**src/rtl/brick_pkg.sv**
```systemverilog
// Shared geometry, colour constants, hit FSM state encoding and index helpers
// for the brick-wall controller.
package brick_pkg;

    localparam int NB_COL            = 3;
    localparam int NB_ROW            = 6;
    localparam int LARGEUR_BRIQUE    = 210;
    localparam int HAUTEUR_BRIQUE    = 80;
    localparam int MARGE_X           = 5;
    localparam int LARGEUR_ECRAN     = 640;
    localparam int HAUTEUR_ECRAN     = 480;
    localparam int INTERVALLE_BRIQUE = 1;
    localparam int COULEUR_BRIQUE    = 20;
    localparam int NB_BRICKS         = NB_COL * NB_ROW;

    localparam int COL_W = 2;
    localparam int ROW_W = 3;
    localparam int IDX_W = 5;
    localparam int CNT_W = 5;

    typedef enum logic [2:0] {
        IDLE    = 3'd0,
        DECODE  = 3'd1,
        APPLY   = 3'd2,
        ACK     = 3'd3,
        RELEASE = 3'd4
    } hit_state_e;

    function automatic logic [IDX_W-1:0] brick_index(input logic [ROW_W-1:0] row,
                                                     input logic [COL_W-1:0] col);
        return IDX_W'(int'(row) * NB_COL + int'(col));
    endfunction

    // Top row is worth the most points.
    function automatic logic [15:0] brick_points(input logic [ROW_W-1:0] row);
        return 16'(NB_ROW - int'(row));
    endfunction

endpackage

```
**src/rtl/brick_wall_ctrl_locate.sv**
```systemverilog
// Combinational screen point -> brick cell locator, built from comparisons only.
module brick_locate
    import brick_pkg::*;
(
    input  logic [10:0]      x,
    input  logic [10:0]      y,
    output logic [COL_W-1:0] col,
    output logic [ROW_W-1:0] row,
    output logic             valid,
    output logic             in_gap
);

    logic [11:0] x_s;
    logic [11:0] y_s;
    logic        col_hit_s;
    logic        row_hit_s;
    logic        col_gap_s;
    logic        row_gap_s;

    assign x_s = {1'b0, x};
    assign y_s = {1'b0, y};

    // Column search: each cell spans [lo, hi), gap is the last pixels before hi.
    always_comb begin
        col       = '0;
        col_hit_s = 1'b0;
        col_gap_s = 1'b0;
        for (int k = 0; k < NB_COL; k++) begin
            col       = ((x_s >= 12'(MARGE_X + k * LARGEUR_BRIQUE)) &&
                         (x_s <  12'(MARGE_X + (k + 1) * LARGEUR_BRIQUE))) ? COL_W'(k) : col;
            col_gap_s = ((x_s >= 12'(MARGE_X + (k + 1) * LARGEUR_BRIQUE - INTERVALLE_BRIQUE)) &&
                         (x_s <  12'(MARGE_X + (k + 1) * LARGEUR_BRIQUE))) ? 1'b1 : col_gap_s;
            col_hit_s = ((x_s >= 12'(MARGE_X + k * LARGEUR_BRIQUE)) &&
                         (x_s <  12'(MARGE_X + (k + 1) * LARGEUR_BRIQUE))) ? 1'b1 : col_hit_s;
        end
    end

    // Row search, same scheme with no vertical margin.
    always_comb begin
        row       = '0;
        row_hit_s = 1'b0;
        row_gap_s = 1'b0;
        for (int r = 0; r < NB_ROW; r++) begin
            row       = ((y_s >= 12'(r * HAUTEUR_BRIQUE)) &&
                         (y_s <  12'((r + 1) * HAUTEUR_BRIQUE))) ? ROW_W'(r) : row;
            row_gap_s = ((y_s >= 12'((r + 1) * HAUTEUR_BRIQUE - INTERVALLE_BRIQUE)) &&
                         (y_s <  12'((r + 1) * HAUTEUR_BRIQUE))) ? 1'b1 : row_gap_s;
            row_hit_s = ((y_s >= 12'(r * HAUTEUR_BRIQUE)) &&
                         (y_s <  12'((r + 1) * HAUTEUR_BRIQUE))) ? 1'b1 : row_hit_s;
        end
    end

    assign valid  = (x_s < 12'(LARGEUR_ECRAN)) && (y_s < 12'(HAUTEUR_ECRAN)) && col_hit_s && row_hit_s;
    assign in_gap = col_gap_s | row_gap_s;

endmodule

```
**src/rtl/brick_wall_ctrl.sv**
```systemverilog
// Brick-wall state, pixel colouring and collision hit servicing.
// Optional BRICK_SCORE_EN adds a saturating per-brick score.
module brick_wall_ctrl
    import brick_pkg::*;
(
    input  logic        clk,
    input  logic        rst,
    input  logic        new_level,
    input  logic [10:0] hpos,
    input  logic [10:0] vpos,
    input  logic        hit_req,
    input  logic [10:0] hit_x,
    input  logic [10:0] hit_y,
    output logic        hit_ack,
    output logic        hit_brick,
    output logic [4:0]  couleur,
    output logic [4:0]  bricks_left,
    output logic        level_clear,
    output logic [15:0] score
);

    hit_state_e           state_r;
    logic [NB_BRICKS-1:0] bitmap_r;
    logic [CNT_W-1:0]     bricks_left_r;
    logic [10:0]          hx_r;
    logic [10:0]          hy_r;
    logic [IDX_W-1:0]     hit_idx_r;
    logic                 hit_valid_r;
    logic                 hit_ack_r;
    logic                 hit_brick_r;
    logic                 level_clear_r;
    logic [4:0]           couleur_r;

    logic [COL_W-1:0]     pix_col_s;
    logic [ROW_W-1:0]     pix_row_s;
    logic                 pix_valid_s;
    logic                 pix_gap_s;
    logic [IDX_W-1:0]     pix_idx_s;
    logic [COL_W-1:0]     hit_col_s;
    logic [ROW_W-1:0]     hit_row_s;
    logic                 hit_valid_s;
    logic                 apply_kill_s;

    brick_locate u_pix_locate (
        .x      (hpos),
        .y      (vpos),
        .col    (pix_col_s),
        .row    (pix_row_s),
        .valid  (pix_valid_s),
        .in_gap (pix_gap_s)
    );

    // The gap is part of the brick for collisions, so its flag is not needed here.
    brick_locate u_hit_locate (
        .x      (hx_r),
        .y      (hy_r),
        .col    (hit_col_s),
        .row    (hit_row_s),
        .valid  (hit_valid_s),
        .in_gap ()
    );

    assign pix_idx_s    = brick_index(pix_row_s, pix_col_s);
    assign apply_kill_s = (state_r == APPLY) && !new_level && hit_valid_r &&
                          bitmap_r[hit_idx_r] && (bricks_left_r != 5'd0);

    // Pixel colour, one clock of latency.
    always_ff @(posedge clk or posedge rst) begin
        if (rst) begin
            couleur_r <= 5'd0;
        end else if (pix_valid_s && !pix_gap_s && bitmap_r[pix_idx_s]) begin
            couleur_r <= 5'(COULEUR_BRIQUE);
        end else begin
            couleur_r <= 5'd0;
        end
    end

    // Hit FSM plus wall bitmap and live count; new_level wins over APPLY.
    always_ff @(posedge clk or posedge rst) begin
        if (rst) begin
            state_r       <= IDLE;
            bitmap_r      <= {NB_BRICKS{1'b1}};
            bricks_left_r <= CNT_W'(NB_BRICKS);
            hx_r          <= 11'd0;
            hy_r          <= 11'd0;
            hit_idx_r     <= '0;
            hit_valid_r   <= 1'b0;
            hit_ack_r     <= 1'b0;
            hit_brick_r   <= 1'b0;
        end else begin
            if (new_level) begin
                bitmap_r      <= {NB_BRICKS{1'b1}};
                bricks_left_r <= CNT_W'(NB_BRICKS);
            end else if (apply_kill_s) begin
                bitmap_r[hit_idx_r] <= 1'b0;
                bricks_left_r       <= bricks_left_r - 5'd1;
            end else begin
                bricks_left_r <= bricks_left_r;
            end

            case (state_r)
                IDLE: begin
                    if (hit_req) begin
                        hx_r    <= hit_x;
                        hy_r    <= hit_y;
                        state_r <= DECODE;
                    end
                end
                DECODE: begin
                    hit_idx_r   <= brick_index(hit_row_s, hit_col_s);
                    hit_valid_r <= hit_valid_s;
                    state_r     <= APPLY;
                end
                APPLY: begin
                    hit_ack_r   <= 1'b1;
                    hit_brick_r <= apply_kill_s;
                    state_r     <= ACK;
                end
                ACK: begin
                    hit_ack_r   <= 1'b0;
                    hit_brick_r <= 1'b0;
                    state_r     <= RELEASE;
                end
                RELEASE: begin
                    if (!hit_req) begin
                        state_r <= IDLE;
                    end
                end
                default: begin
                    hit_ack_r   <= 1'b0;
                    hit_brick_r <= 1'b0;
                    state_r     <= IDLE;
                end
            endcase
        end
    end

    // Sticky wall-empty flag, follows the count by one cycle.
    always_ff @(posedge clk or posedge rst) begin
        if (rst) begin
            level_clear_r <= 1'b0;
        end else if (new_level) begin
            level_clear_r <= 1'b0;
        end else if (bricks_left_r == 5'd0) begin
            level_clear_r <= 1'b1;
        end else begin
            level_clear_r <= level_clear_r;
        end
    end

`ifdef BRICK_SCORE_EN
    logic [ROW_W-1:0] hit_row_r;
    logic [15:0]      score_r;
    logic [16:0]      score_sum_s;

    assign score_sum_s = {1'b0, score_r} + {1'b0, brick_points(hit_row_r)};

    // Row of the captured hit, kept for scoring.
    always_ff @(posedge clk or posedge rst) begin
        if (rst) begin
            hit_row_r <= '0;
        end else if (state_r == DECODE) begin
            hit_row_r <= hit_row_s;
        end else begin
            hit_row_r <= hit_row_r;
        end
    end

    // Saturating score, untouched by new_level.
    always_ff @(posedge clk or posedge rst) begin
        if (rst) begin
            score_r <= 16'd0;
        end else if (apply_kill_s) begin
            score_r <= score_sum_s[16] ? 16'hFFFF : score_sum_s[15:0];
        end else begin
            score_r <= score_r;
        end
    end

    assign score = score_r;
`else
    assign score = 16'd0;
`endif

    assign hit_ack     = hit_ack_r;
    assign hit_brick   = hit_brick_r;
    assign couleur     = couleur_r;
    assign bricks_left = bricks_left_r;
    assign level_clear = level_clear_r;

endmodule
```
**config.mk**
```make
export PLATFORM = sky130hd
export DESIGN_NAME = brick_wall_ctrl
export DESIGN_NICKNAME = d
export VERILOG_FILES = /design/src/rtl/brick_pkg.sv /design/src/rtl/brick_wall_ctrl_locate.sv /design/src/rtl/brick_wall_ctrl.sv
export SDC_FILE = /design/constraint.sdc
export NUM_CORES = 1
export LEC_CHECK = 0
export BUFFER_PORTS_ARGS = -buffer_cell sky130_fd_sc_hd__buf_2
export CAP_MARGIN = 40
export CORE_MARGIN = 2
export CORE_UTILIZATION = 55
export DETAILED_ROUTE_END_ITERATION = 6
export GPL_TIMING_DRIVEN = 0
export PLACE_DENSITY = 0.8
export SLEW_MARGIN = 20
export SYNTH_ARGS = -nofsm -noshare
export SYNTH_HDL_FRONTEND = slang
export SYNTH_SLANG_ARGS = --single-unit
```
**constraint.sdc**
```tcl
create_clock -name clk -period 4.45 [get_ports clk]
set_input_delay 0.2225 -clock clk [delete_from_list [all_inputs] [get_ports clk]]
set_output_delay 0.2225 -clock clk [all_outputs]
set_load 0.05 [all_outputs]
```
# == Yosys cells after proc, flatten, opt, wreduce, memory -nomap -nowiden ==
# Cells that the tools add are included.
# op_classes
n_reduce_logical,50
n_mux,59
order_cmp,50
bitwise,3
eq_ne,6
n_mul,2
n_addsub,3
# op_table
operator,count
11-bit by 9-bit greater-or-equal comparator with 1-bit output (second input constant),10
11-bit by 8-bit greater-or-equal comparator with 1-bit output (second input constant),9
11-bit by 9-bit < comparator with 1-bit output (second input constant),8
11-bit by 8-bit < comparator with 1-bit output (second input constant),6
11-bit by 10-bit < comparator with 1-bit output (second input constant),4
1-bit logical AND,40
1-bit two-way mux,36
18-bit two-way mux,2
11-bit by 7-bit greater-or-equal comparator with 1-bit output (second input constant),3
3-bit two-way mux,10
11-bit by 1-bit greater-or-equal comparator with 1-bit output (second input constant),2
11-bit by 3-bit greater-or-equal comparator with 1-bit output (second input constant),2
11-bit by 7-bit < comparator with 1-bit output (second input constant),2
18-bit bitwise AND,1
18-bit NOT,1
5-bit two-way mux,3
3-bit one-hot mux with 5 select lines,1
5-bit by 6-bit < comparator with 1-bit output (second input constant),2
11-bit by 10-bit greater-or-equal comparator with 1-bit output (second input constant),1
5-bit by 2-bit adder with 5-bit output,2
1-bit binary-select mux with 5-bit select,2
3-bit by 2-bit multiplier with 5-bit output (second input constant),2
3-bit by 2-bit equality test with 1-bit output (second input constant),2
1-bit demux with 5-bit select,1
15 further kinds,21
# totals
register_bits,62
input_bits,48
wordCells,184

# == Depth between registers and ports, before layout ==
# depth
depth_word,13
ltp_mapped,13
mapped_depth_nobuf,12

# == Cells and area by module ==
# A second synthesis with hierarchy kept.
# hier_totals
cells_unflattened,396
hier_area_um2,3963.8
# modules_own_cells
module,seq_area_each_um2,area_each_um2,cells_per_inst,instances
brick_wall_ctrl,1476.4,3173.0,270,1
brick_locate,0.0,395.4,63,2

# == Least setup slack after synthesis ==
# No wires, ideal clock.
# synth_timing
path_kind,in2reg
from,in hpos[9]
to,"reg couleur_r[2], in the netlist couleur[2]"
setup_ps,136
arrival_time_ps,3238
cell_stages,10
setup_slack_ps,1077
cell_sequence,or4_4 nor4_2 nor4_1 nor2_1 fa_1 ha_1 mux4_2 mux4_2 mux2i_1 nor4_2
# synth_between
elab_chain_len,10
elab_cells_between_ends,35
cone_classes,1 x add/sub; 10 x order compare; 11 x mux; 1 x bitwise; 12 x reduce/logical
# synth_lines
item,line_no,rtl
from (decl),brick_wall_ctrl.sv:9,"input logic [10:0] hpos,"
"parallel branches: the longest is 8 deep, another holds 11-bit by 8-bit greater-or-equal comparator with 1-bit output",--,
1-bit logical AND *,brick_wall_ctrl.sv:71,end else if (pix_valid_s && !pix_gap_s && bitmap_r[pix_idx_s]) begin
5-bit two-way mux *,brick_wall_ctrl.sv:71,
to (signal assigned),brick_wall_ctrl.sv:72,couleur_r <= 5'(COULEUR_BRIQUE);
to (decl),brick_wall_ctrl.sv:32,logic [4:0] couleur_r;
# Mark *: on every way between the ends. The select of a mux whose other input is x is not followed.
# A chain may end at the register's enable or synchronous reset.

# == Worst setup path after layout ==
# Ends and elaborated chain as after synthesis.

==> impl_metrics.tcl <==
set metrics [dict create \
    routed_wl_um 7640 \
    ant_nets 0 \
    nNetsFinal 502 \
    dp_hpwl_um 5940 \
    start_util_pct 56.6 \
    p_seq_share_pct 39.4 \
    synth_flop_cell "dfrtp_1" \
    synth_top_area_cell "dfrtp_1" \
    grt_pass1_wl_um 12800 \
    wire_per_inst_um 14.7 \
    drive_above_1_share_pct 35.1 \
    grt_max_degree 21 \
    crit_fanout 5 \
    synth_common_cells "dfrtp_1 (34), nor2_1 (30), buf_4 (21), mux2_2 (21)" \
    hold_path.class "input port to register" \
    syn_inst 361 \
    vias 3023 \
    clockBufferDepth 2 \
    power.leakage_uw 0.00180 \
    synth_cell_type_count 59 \
    tns_ns 0 \
    synth_edf_count 0 \
    post-cts-setup-buffers 0 \
    crit_type "input port to register" \
    fmax_mhz 288 \
    die-area_sq_mm 0.00720 \
    yosysMostFrequentCell "dfrtp_1" \
    synth.cell_area_sq_mm 0.00359 \
    cts_root_buf "clkbuf_8" \
    multiInputGateArea_sq_mm 0.00200 \
    cts.clk_slew.worst_paths_ns 0.10 \
    avgSynthCellArea_sq_um 9.96 \
    fp.dieH_um 84.8 \
    clock_power_share_pct 18.0 \
    fillCellCount 524 \
    clk_latency_ns 0.32 \
    switching_share_pct 40.0 \
    drcViolationCount 0 \
    seqCellArea_sq_mm 0.00138 \
    yosys_warnings 0 \
    area_growth_pct 16.7 \
    crit_required_ns 4.65 \
    yosys-top-cells-area "dfrtp_1 (24%), dfstp_2 (15%), mux2_2 (6.6%), mux4_2 (5.6%), buf_4 (4.4%)" \
    pwr-share-comb_pct 42.6 \
    antenna_found_initial 0 \
    slew_violations 0 \
    instances_no_fill 518 \
    power_density_mw_per_mm2 463 \
    viasPerCell 5.84 \
    end_kind "register" \
    dpl.cell_count 509 \
    rsz0062_at_grt "false" \
    cts_made_buffers 5 \
    finClkSkew_ns 0.00620 \
    holdWs_ns 0.118 \
    netlist.area_leader.share_pct 23.7 \
    async_reset_ff_share_pct 100 \
    drtIter0Drc 193 \
    clock_sinks 54 \
    fin_crit_sh_pct 78.0 \
    grtUsageTotal_pct 21.8 \
    coreArea_sq_mm 0.00635 \
    setup-violations-final 0 \
    utilization_pct 66.0 \
    p_int_uw 1160 \
    globalplace.congestion 0.923 \
    slew_headroom_pct 48.9 \
    ios 77 \
    htreeDepth 2 \
    ys_seq_area_share_pct 38.3 \
    status "finished clean" \
    grt_overflow 0 \
    cts_tree "yes" \
    die_w_um 84.8 \
    io_buffer_count 50 \
    fin_crit_ns 3.47 \
    worst_setup_path_start_kind "input port" \
    worst_pin_slew_ns 0.756 \
    num_rows 29 \
    netSwitchingPower_uw 777 \
    synth-seq-cells 54 \
    vdd_drop_max_uv 406 \
    maxCapViolations 0 \
    first_pass_iters 4 \
    finalHoldViolations 0 \
    num_antenna_cells 0 \
    grt_pass1_vias 2841 \
    critPathArrivalTime_ns 3.67 \
]
per-layer routing:
| layer | wire, um | global-route usage, % | vias to the layer above | share of wire, % |
|---|---|---|---|---|
| li1 | - | - | 1435 | - |
| met1 | 3240 | 27.1 | 1467 | 42 |
| met3 | 465 | 3.21 | 13 | 6.1 |
| met5 | 0 | 0 | - | 0 |
| met2 | 3840 | 39.4 | 108 | 50 |
| met4 | 95 | 6.35 | 0 | 1.2 |
critical path, cell delays in order:
cell and delay [ns]:
buf_2 0.13, or4_4 0.56, nor4_2 0.26, nor4_1 0.11
nor2_1 0.21, fa_1 0.42, ha_1 0.46, mux4_2 0.55
mux4_2 0.48, mux2i_1 0.22, nor4_2 0.05
cells in the final DEF (no fill, tap or decap), types with 4 or more instances in the layout:
cell type	n
dfrtp_1	34
fa_1	4
nand3_1	18
nand2_1	20
nand4_1	7
clkbuf_1	9
nor4b_1	4
buf_4	21
dfstp_2	20
a21o_1	20
ha_1	10
mux4_2	9
mux2i_1	4
or2_2	5
xnor2_1	5
conb_1	19
o21ai_0	10
a21oi_1	17
nand2b_1	5
nor2_1	30
buf_2	58
mux2_2	21
inv_1	13
nor3_1	7
nor4_1	6
clkbuf_8	5
kinds of logic (layout without fill, tap and decap cells):
| group | count (synthesis) | after routing | share of synthesized area [%] |
|---|---|---|---|
| muxes | 34 | 34 | 13.3 |
| adders and majority gates | 14 | 14 | 5.71 |
| AOI/OAI and AO/OA | 75 | 75 | 14.5 |
| other | 1 | 19 | 0.104 |
| DFF | 54 | 54 | 38.3 |
| and+or+nand+nor | 124 | 124 | 18.5 |
| buffers and inverters | 52 | 114 | 7.90 |
| xor gates and xnor gates | 7 | 7 | 1.71 |
stage by stage:
stage / setup WS, ns / total power, uW / cell area, sq um
after floorplan: 1.08 / 1380 / 3660
after global placement: 0.663 / 1530 / 4010
after detailed placement: 0.638 / 1590 / 4070
after CTS: 0.974 / 1940 / 4190
after global routing: 0.868 / 2060 / 4190
final: 0.978 / 1940 / 4190
timing repair:
action                                 in CTS  in global routing
setup endpoints to repair                   0                  0
hold buffers                                1                  0
resized for setup                           0                  0
endpoints found under the hold margin       3                  0
registers in the layout (all words and copies together), names as in the netlist:
register and flops:
bitmap_r 18, bricks_left 5, couleur 1, hit_ack 1
hit_brick 1, hit_idx_r 5, hit_valid_r 1, hx_r 11
hy_r 7, level_clear 1, state_r 3
final timing paths:
| check | endpoint | slack [ns] | startpoint | depth (start not counted) |
|---|---|---|---|---|
| max | couleur[2] | 0.98 | hpos[9] | 11 |
| min | hy_r[7] | 0.12 | hit_y[7] | 3 |
| max reg2reg | hit_idx_r[2] | 1.62 | hy_r[6] | 9 |
| min reg2reg | level_clear | 0.51 | level_clear | 2 |
| max in group asynchronous | bitmap_r[10] | 3.36 | rst | 5 |
| min in group asynchronous | bricks_left[3] | 0.41 | rst | 3 |
final cells by class:
cell class / instances / share of cell area, %
multi-input cells: 273 / 47.7
flip-flops and latches: 54 / 32.8
repair buffers: 54 / 7.61
plain buffers: 38 / 5.52
well taps: 77 / 2.30
clock buffers: 5 / 1.64
inverters: 14 / 1.25
clock inverters: 3 / 1.13
power by group through the flow:
stage	Combinational (uW)	Sequential, uW	Clock (uW)
2_1_floorplan	630	751	0
3_3_place_gp	771	759	0
3_5_place_dp	816	771	0
4_1_cts	823	763	351
5_1_grt	912	783	370
6_report	827	764	349
Power figures use the tool's default switching activity.
